$ cat src/rtl/fp_round_pack_pkg.sv
// Shared widths, marker constants and the packed-result record for the
// round/pack pipeline.
package fp_round_pack_pkg;

  localparam int EXP_W  = 8;
  localparam int FRAC_W = 23;
  localparam int VAL2_W = 9;
  // Signed width wide enough for exp_common +/- 255 without wrap.
  localparam int E_W    = 10;

  localparam logic [EXP_W-1:0] EXP_MAX   = 8'hFF;
  localparam logic [EXP_W-1:0] ZERO_MARK = 8'hFF;

  typedef struct packed {
    logic [31:0] word;
    logic        zero;
    logic        ovf;
    logic        unf;
  } pack_t;

endpackage

$ cat src/rtl/fp_exp_adj.sv
// Combinational exponent adjust: applies the normalizer shift code to the
// common exponent and detects the zero-mantissa marker.
module fp_exp_adj
  import fp_round_pack_pkg::*;
(
  input  logic        [EXP_W-1:0]  exp_common,
  input  logic        [VAL2_W-1:0] val2,
  output logic                     is_zero,
  output logic signed [E_W-1:0]    e
);

  logic signed [E_W-1:0] base;
  logic signed [E_W-1:0] amt;

  assign base    = signed'({2'b00, exp_common});
  assign amt     = signed'({2'b00, val2[EXP_W-1:0]});
  // The direction bit is irrelevant when the shift field carries the marker.
  assign is_zero = (val2[EXP_W-1:0] == ZERO_MARK);
  assign e       = val2[VAL2_W-1] ? (base - amt) : (base + amt);

endmodule

$ cat src/rtl/fp_round_pack.sv
// Two-stage exponent-adjust / classify-pack pipeline producing IEEE-754
// single-precision words with ready/valid handshakes on both sides and
// sticky overflow/underflow flags.
module fp_round_pack
  import fp_round_pack_pkg::*;
(
  input  logic              clk,
  input  logic              rst,
  input  logic              in_valid,
  output logic              in_ready,
  input  logic [EXP_W-1:0]  exp_common,
  input  logic [VAL2_W-1:0] val2,
  input  logic [FRAC_W:0]   mant_norm,
  output logic              out_valid,
  input  logic              out_ready,
  output logic [31:0]       result,
  output logic              zero,
  output logic              ovf,
  output logic              unf,
  input  logic              clr_flags,
  output logic              ovf_sticky,
  output logic              unf_sticky
);

  // Priority: zero marker, then overflow (saturate to infinity), then
  // underflow (flush to signed zero, no subnormals), else normal pack.
  function automatic pack_t classify(
    input logic                  zm,
    input logic                  emax,
    input logic signed [E_W-1:0] e,
    input logic                  sign,
    input logic [FRAC_W-1:0]     frac
  );
    pack_t p;
    p = '0;
    if (zm) begin
      p.word = {sign, 31'b0};
      p.zero = 1'b1;
    end else if (emax || (e >= 10'sd255)) begin
      p.word = {sign, EXP_MAX, {FRAC_W{1'b0}}};
      p.ovf  = 1'b1;
    end else if (e <= 10'sd0) begin
      p.word = {sign, 31'b0};
      p.unf  = 1'b1;
    end else begin
      p.word = {sign, e[EXP_W-1:0], frac};
    end
    return p;
  endfunction

  logic                  in_fire;
  logic                  out_fire;
  logic                  s2_adv;
  logic                  adj_zero;
  logic signed [E_W-1:0] adj_e;

  logic                  vld_p1;
  logic                  zero_p1;
  logic                  emax_p1;
  logic signed [E_W-1:0] e_p1;
  logic                  sign_p1;
  logic [FRAC_W-1:0]     frac_p1;
  pack_t                 pk_p1;

  logic                  vld_p2;
  logic [31:0]           result_p2;
  logic                  zero_p2;
  logic                  ovf_p2;
  logic                  unf_p2;

  assign s2_adv   = !vld_p2 || out_ready;
  assign in_ready = !vld_p1 || s2_adv;
  assign in_fire  = in_valid && in_ready;
  assign out_fire = vld_p2 && out_ready;

  // ---- Stage 1: exponent adjust ----
  fp_exp_adj u_exp_adj (
    .exp_common (exp_common),
    .val2       (val2),
    .is_zero    (adj_zero),
    .e          (adj_e)
  );

  // Capture S1 operands on an accepted input; contents are qualified by vld_p1.
  always_ff @(posedge clk) begin
    if (in_fire) begin
      zero_p1 <= adj_zero;
      emax_p1 <= (exp_common == EXP_MAX);
      e_p1    <= adj_e;
      sign_p1 <= mant_norm[FRAC_W];
      frac_p1 <= mant_norm[FRAC_W-1:0];
    end
  end

  // ---- Stage 2: classify / pack ----
  assign pk_p1 = classify(zero_p1, emax_p1, e_p1, sign_p1, frac_p1);

  // Stage valids, registered result/flags and sticky exception accumulation.
  always_ff @(posedge clk) begin
    if (rst) begin
      vld_p1     <= 1'b0;
      vld_p2     <= 1'b0;
      result_p2  <= '0;
      zero_p2    <= 1'b0;
      ovf_p2     <= 1'b0;
      unf_p2     <= 1'b0;
      ovf_sticky <= 1'b0;
      unf_sticky <= 1'b0;
    end else begin
      if (in_ready) begin
        vld_p1 <= in_valid;
      end
      if (s2_adv) begin
        vld_p2 <= vld_p1;
        if (vld_p1) begin
          result_p2 <= pk_p1.word;
          zero_p2   <= pk_p1.zero;
          ovf_p2    <= pk_p1.ovf;
          unf_p2    <= pk_p1.unf;
        end
      end
      // A new event on the same cycle as clr_flags keeps the flag set.
      ovf_sticky <= (ovf_sticky && !clr_flags) || (out_fire && ovf_p2);
      unf_sticky <= (unf_sticky && !clr_flags) || (out_fire && unf_p2);
    end
  end

  assign out_valid = vld_p2;
  assign result    = result_p2;
  assign zero      = zero_p2;
  assign ovf       = ovf_p2;
  assign unf       = unf_p2;

endmodule

$ cat config.mk
export PLATFORM = sky130hd
export DESIGN_NAME = fp_round_pack
export DESIGN_NICKNAME = d
export VERILOG_FILES = /design/src/rtl/fp_round_pack_pkg.sv /design/src/rtl/fp_exp_adj.sv /design/src/rtl/fp_round_pack.sv
export SDC_FILE = /design/constraint.sdc
export NUM_CORES = 1
export LEC_CHECK = 0
export BUFFER_PORTS_ARGS = -buffer_cell sky130_fd_sc_hd__buf_2
export CAP_MARGIN = 40
export CORE_MARGIN = 2
export CORE_UTILIZATION = 45
export CTS_BUF_LIST = sky130_fd_sc_hd__clkbuf_8
export CTS_CLUSTER_DIAMETER = 80
export DETAILED_ROUTE_END_ITERATION = 10
export GPL_TIMING_DRIVEN = 0
export PLACE_DENSITY = 0.76
export SETUP_SLACK_MARGIN = 0.02
export SLEW_MARGIN = 20
export SYNTH_ARGS = -nofsm -noshare
export SYNTH_HDL_FRONTEND = slang
export SYNTH_SLANG_ARGS = --single-unit
export TNS_END_PERCENT = 1
$ cat constraint.sdc
create_clock -name clk -period 2.7 [get_ports clk]
set_input_delay 0.27 -clock clk [delete_from_list [all_inputs] [get_ports clk]]
set_output_delay 0.27 -clock clk [all_outputs]
set_load 0.05 [all_outputs]
After elaboration in Yosys (flattened, before gate mapping) --
Cells that the tools add are included. Widths: inputs -> output; s select.
Storage, ports and cells: output and inout bits 39, logic and storage cells 43, flip-flop bits (word level) 75, input bits 46
Operators by class: reduce and logical (&&, ||, !) cells 15, eq/ne operators 2, $add $sub $neg 2, muxes and demuxes 9, magnitude comparators 2
Operator list (count):
- $mux 31 | 3
- $eq 8x8->1 const B | 2
- $ge 10x9->1 const B | 1
- $le 10x1->1 const B | 1
- $mux 10 | 1
- $add 8x8->9 | 1
- $sub 8x8->9 | 1
- $logic_and 1x1->1 | 6
- $logic_or 1x1->1 | 5
- $mux 1 | 4
- $logic_not 1->1 | 3
- $mux 2 | 1
- $reduce_and 2->1 | 1

Logic depth before layout (Yosys ltp) --
depth in word-level cells 4, depth in mapped cells 8, mapped depth without buffers 8

Hierarchy --
Synthesis repeated with hierarchy kept, for this count alone.
Second synthesis, totals: cell total of the unflattened synthesis 317, area total of the unflattened synthesis 3565.9 µm²
By module, submodules not included:
- fp_round_pack | area an instance 2849.0 µm², times used 1, cells an instance 218
- fp_exp_adj | area an instance 716.9 µm², times used 1, cells an instance 99

Worst setup path before layout --
OpenSTA, ideal clock, no wires.
kind register -> register, start point register vld_p2 (netlist: out_valid), end point register e_p1[0] (enable), data arrival time 2.040 ns, period minus slack after synthesis 2.437 ns, cell stages (with the launch flop) 4, library setup time 0.397 ns, path slack 0.263 ns, path through dfxtp_1 > nor2b_4 > nand2_1 > and2_1
Between the ends: longest elaborated chain between the ends 4
RTL lines:
- from (decl) | RTL line fp_round_pack.sv:65 | logic vld_p2;
- from (signal assigned) | RTL line fp_round_pack.sv:114 | vld_p2 <= vld_p1;
- $logic_not 1->1 | RTL line fp_round_pack.sv:71 | assign s2_adv = !vld_p2 || out_ready;
- $logic_or 1x1->1 | RTL line fp_round_pack.sv:71
- $logic_or 1x1->1 | RTL line fp_round_pack.sv:72 | assign in_ready = !vld_p1 || s2_adv;
- named net in_ready | RTL line fp_round_pack.sv:10 | output logic in_ready,
- $logic_and 1x1->1 | RTL line fp_round_pack.sv:73 | assign in_fire = in_valid && in_ready;
- named net in_fire | RTL line fp_round_pack.sv:51 | logic in_fire;
- to (signal assigned) | RTL line fp_round_pack.sv:89 | e_p1 <= adj_e;
- to (decl) | RTL line fp_round_pack.sv:60 | logic signed [E_W-1:0] e_p1;
The timed path passes the listed nets, and every way through them passes these cells. A chain may end at the register's enable or synchronous reset.

Worst setup path after layout --
start point register vld_p2 (netlist: out_valid), end point register result_p2[21] (netlist: result[21])
Between the ends: longest elaborated chain between the ends 3
RTL lines:
- $logic_not 1->1 | RTL line fp_round_pack.sv:71
- $logic_or 1x1->1 | RTL line fp_round_pack.sv:71
- $reduce_and 2->1 (no line)
- to (signal assigned) | RTL line fp_round_pack.sv:116 | result_p2 <= pk_p1.word;
- to (decl) | RTL line fp_round_pack.sv:66 | logic [31:0] result_p2;
No other way between the ends.

==> results.yml <==
synth:
  synth.avg_cell_area_um2: 12.45
  syn-instance-count: 254
  synth_cell_types: 45
  syn_area_um2: 3163
  synth_nets: 318
  synth-seq-cells: 75
  synth-async-reset-ratio_pct: 0
  ys_warn_count: 0
  synth-main-ff-cell: "dfxtp_1"
  ys_seq_area_share_pct: 58.86
  synth_edf_count: 36
critical_path:
  end_kind: "register"
  critPathTopFamily: "simple AND/OR/NAND/NOR gates"
  path_cells: "nor2b_4 -> nand2b_1 -> nor2b_1 -> clkbuf_1 -> a22o_2"
  cp_num_cells: 5
  worstReg2RegStart: "out_valid"
  cp.arrival_ps: 2160
  r2r_cells: 5
  path_class: "register to register"
  max_stage_delay_ps: 430
  critPathSlowestCell: "clkbuf_1"
  worstPathRequired_ps: 2990
  start_kind: "register"
  r2r_end: "result[21]"
  crit_fanout: 10
  reg2reg_slack_ps: 840
  cp_num_buf_inv: 1
route:
  viasPerCell: 5.087
  drc: 0
  post_drt_wl_per_cell_um: 14.04
  wl_um: 6319
  drt_first_pass_iters: 4
  vias: 2289
  antenna_left: 0
  drt_iter0_markers: 92
clock_tree:
  cts_sinks: 75
  clk-insertion-delay-late_ps: 350
  holdBufCountCts: 0
  cts_tree: "done"
  clk_pin_slew_ps: 90
  post-cts-setup-buffer-count: 0
  clockRootBuffer: "clkbuf_8"
  cts_resized: 0
  cts-buffers-inserted: 9
  htree_levels: 3
  clockBufferDepth: 2
die:
  die_y_um: 87.84
  die_area_um2: 7716
  die_w_um: 87.84
  pin_count: 85
  coreArea_um2: 6794
  rows: 30
  start_util_pct: 46.56
sta:
  holdWs_ps: 88.67
  setup_ws_ps: 838.7
  hold_viol: 0
  tns_ps: 0
  tightest_slew_ps: 527.5
  min_period_over_period_pct: 68.94
  setup_violations: 0
  slew_viol_final: 0
  maxSlewHeadroom_pct: 64.68
  min_period_ps: 1861
  rsz0062_at_grt: "no"
  max_freq_ghz: 0.5373
  clock_skew_ps: 16.50
finish:
  num-fill-cells: 586
  final_cell_count_no_fill: 450
  drive_gt1_share_pct: 36.16
  seq_area_um2: 1862
  area_delta_synth_final_pct: 24.33
  multi_input_area_um2: 1177
  post-route-util_pct: 57.88
  nNetsFinal: 413
  diodes: 0
placed_design:
  dp_cells: 434
  dp_hpwl_um: 4666
  numPortBuffers: 83
  gp_congestion: 0.9012
  place_ws_ps: 565.1
global_route:
  grt_max_degree: 23
  overflow: 0
  track_usage_pct: 16.49
  grt_pass1_wl_um: 9687
  antenna_found_initial: 0
  grt_pass1_vias: 2116
hold_path:
  hold_class: "primary input to register"
  whs_endpoint: "frac_p1[3]"
  min_path_cells: 1
  hold_start: "mant_norm[3]"
outcome:
  outcome: "finished clean"
power_and_ir_drop:
  p_leak_uw: 0.001705
  powerDensity_nw_per_um2: 635.7
  ir_drop_mv: 0.2755
flow_run:
  maxCapViolations: 0
==> metal layers <==
layer | track usage [%] | share of wire [%] | vias to the layer above
met5 | 0 | 0 | -
met4 | 8.811 | 1.8 | 0
met3 | 3.582 | 4.6 | 10
met2 | 26.38 | 49 | 67
met1 | 20.93 | 45 | 1071
li1 | - | - | 1141
==> area by class of cell <==
class	count	area share, %
clock inverter	7	2.068
buffer	10	1.368
sequential	75	47.34
multi-input combinational	150	29.94
inverter	19	1.814
timing repair buffer	84	11.26
tap	96	3.054
clock buffer	9	3.150
==> cells in the mapped netlist, types with 2 or more instances <==
cell type / n / area share [%]
a31oi_1: 2 / 0.40
a211oi_1: 2 / 0.47
a21oi_1: 14 / 2.2
and4b_1: 2 / 0.63
o21ai_0: 8 / 1.3
a32oi_1: 3 / 0.83
o2111ai_1: 2 / 0.55
xnor2_1: 6 / 1.7
nor2_1: 18 / 2.1
buf_6: 2 / 0.71
o31ai_1: 2 / 0.47
a22oi_1: 8 / 1.9
dfxtp_1: 39 / 25
a221oi_1: 3 / 0.83
fa_1: 2 / 1.3
o21bai_1: 2 / 0.47
nor3_1: 2 / 0.32
ha_1: 16 / 6.3
a22o_2: 20 / 6.3
nor2b_1: 4 / 0.79
nand4_1: 6 / 1.2
nand2_1: 5 / 0.59
mux2i_1: 2 / 0.63
and2_1: 2 / 0.40
clkbuf_1: 7 / 0.83
a22o_1: 3 / 0.83
inv_1: 19 / 2.3
edfxtp_1: 36 / 34
==> layout by cell type, fill, tap and decap left out, types with 2 or more instances in the layout <==
master     synthesis  routed
nand4_1            6       6
nor3_1             2       2
a31oi_1            2       2
and4b_1            2       2
a221oi_1           3       3
o21bai_1           2       2
a22o_2            20      20
fa_1               2       2
edfxtp_1          36      36
o2111ai_1          2       2
buf_2              1      84
xnor2_1            6       6
buf_6              2       2
ha_1              16      16
nor2b_1            4       4
a21oi_1           14      14
o21ai_0            8       8
nor2_1            18      18
dfxtp_1           39      39
o31ai_1            2       2
mux2i_1            2       2
clkbuf_1           7       7
clkbuf_8           0       9
inv_1             19      19
a22o_1             3       3
a22oi_1            8       8
inv_6              0       5
a211oi_1           2       2
nand2_1            5       5
a32oi_1            3       3
==> power by group <==
part | switching, µW | internal (µW)
combinational | 201 | 121
clock | 441 | 443
sequential | 33.1 | 1260
==> logic make-up (layout without fill, tap and decap cells) <==
| group | after synthesis | after routing | share of synthesized area [%] |
|---|---|---|---|
| compound gates | 74 | 74 | 17.80 |
| simple gates | 50 | 50 | 9.494 |
| buf+inv | 29 | 129 | 3.956 |
| mux | 2 | 2 | 0.6329 |
| fa+ha+maj | 18 | 18 | 7.595 |
| xor+xnor | 6 | 6 | 1.661 |
| flops | 75 | 75 | 58.86 |
==> state kept, by name, indices dropped and copies added, names as in the netlist <==
signal	count
sign_p1	1
result	32
emax_p1	1
out_valid	1
zero_p1	1
vld_p1	1
unf	1
unf_sticky	1
ovf_sticky	1
ovf	1
frac_p1	23
zero	1
e_p1	10
==> metrics by stage <==
stage / cell area [µm²] / total power, µW
6_report: 3933 / 2500
5_1_grt: 3933 / 2608
4_1_cts: 3933 / 2525
3_5_place_dp: 3727 / 1642
3_3_place_gp: 3699 / 1627
2_1_floorplan: 3163 / 1532
==> worst max path at each step <==
stage / startpoint / endpoint / slack [ps]
after global placement: out_valid / frac_p1[22] / 520
after CTS: out_valid / result[21] / 810
after floorplan: out_valid / e_p1[0] / 260
after detailed placement: val2[5] / e_p1[8] / 570
final: out_valid / result[21] / 840
after global routing: out_valid / result[21] / 700
No activity file was read; power rests on OpenSTA's default activity.
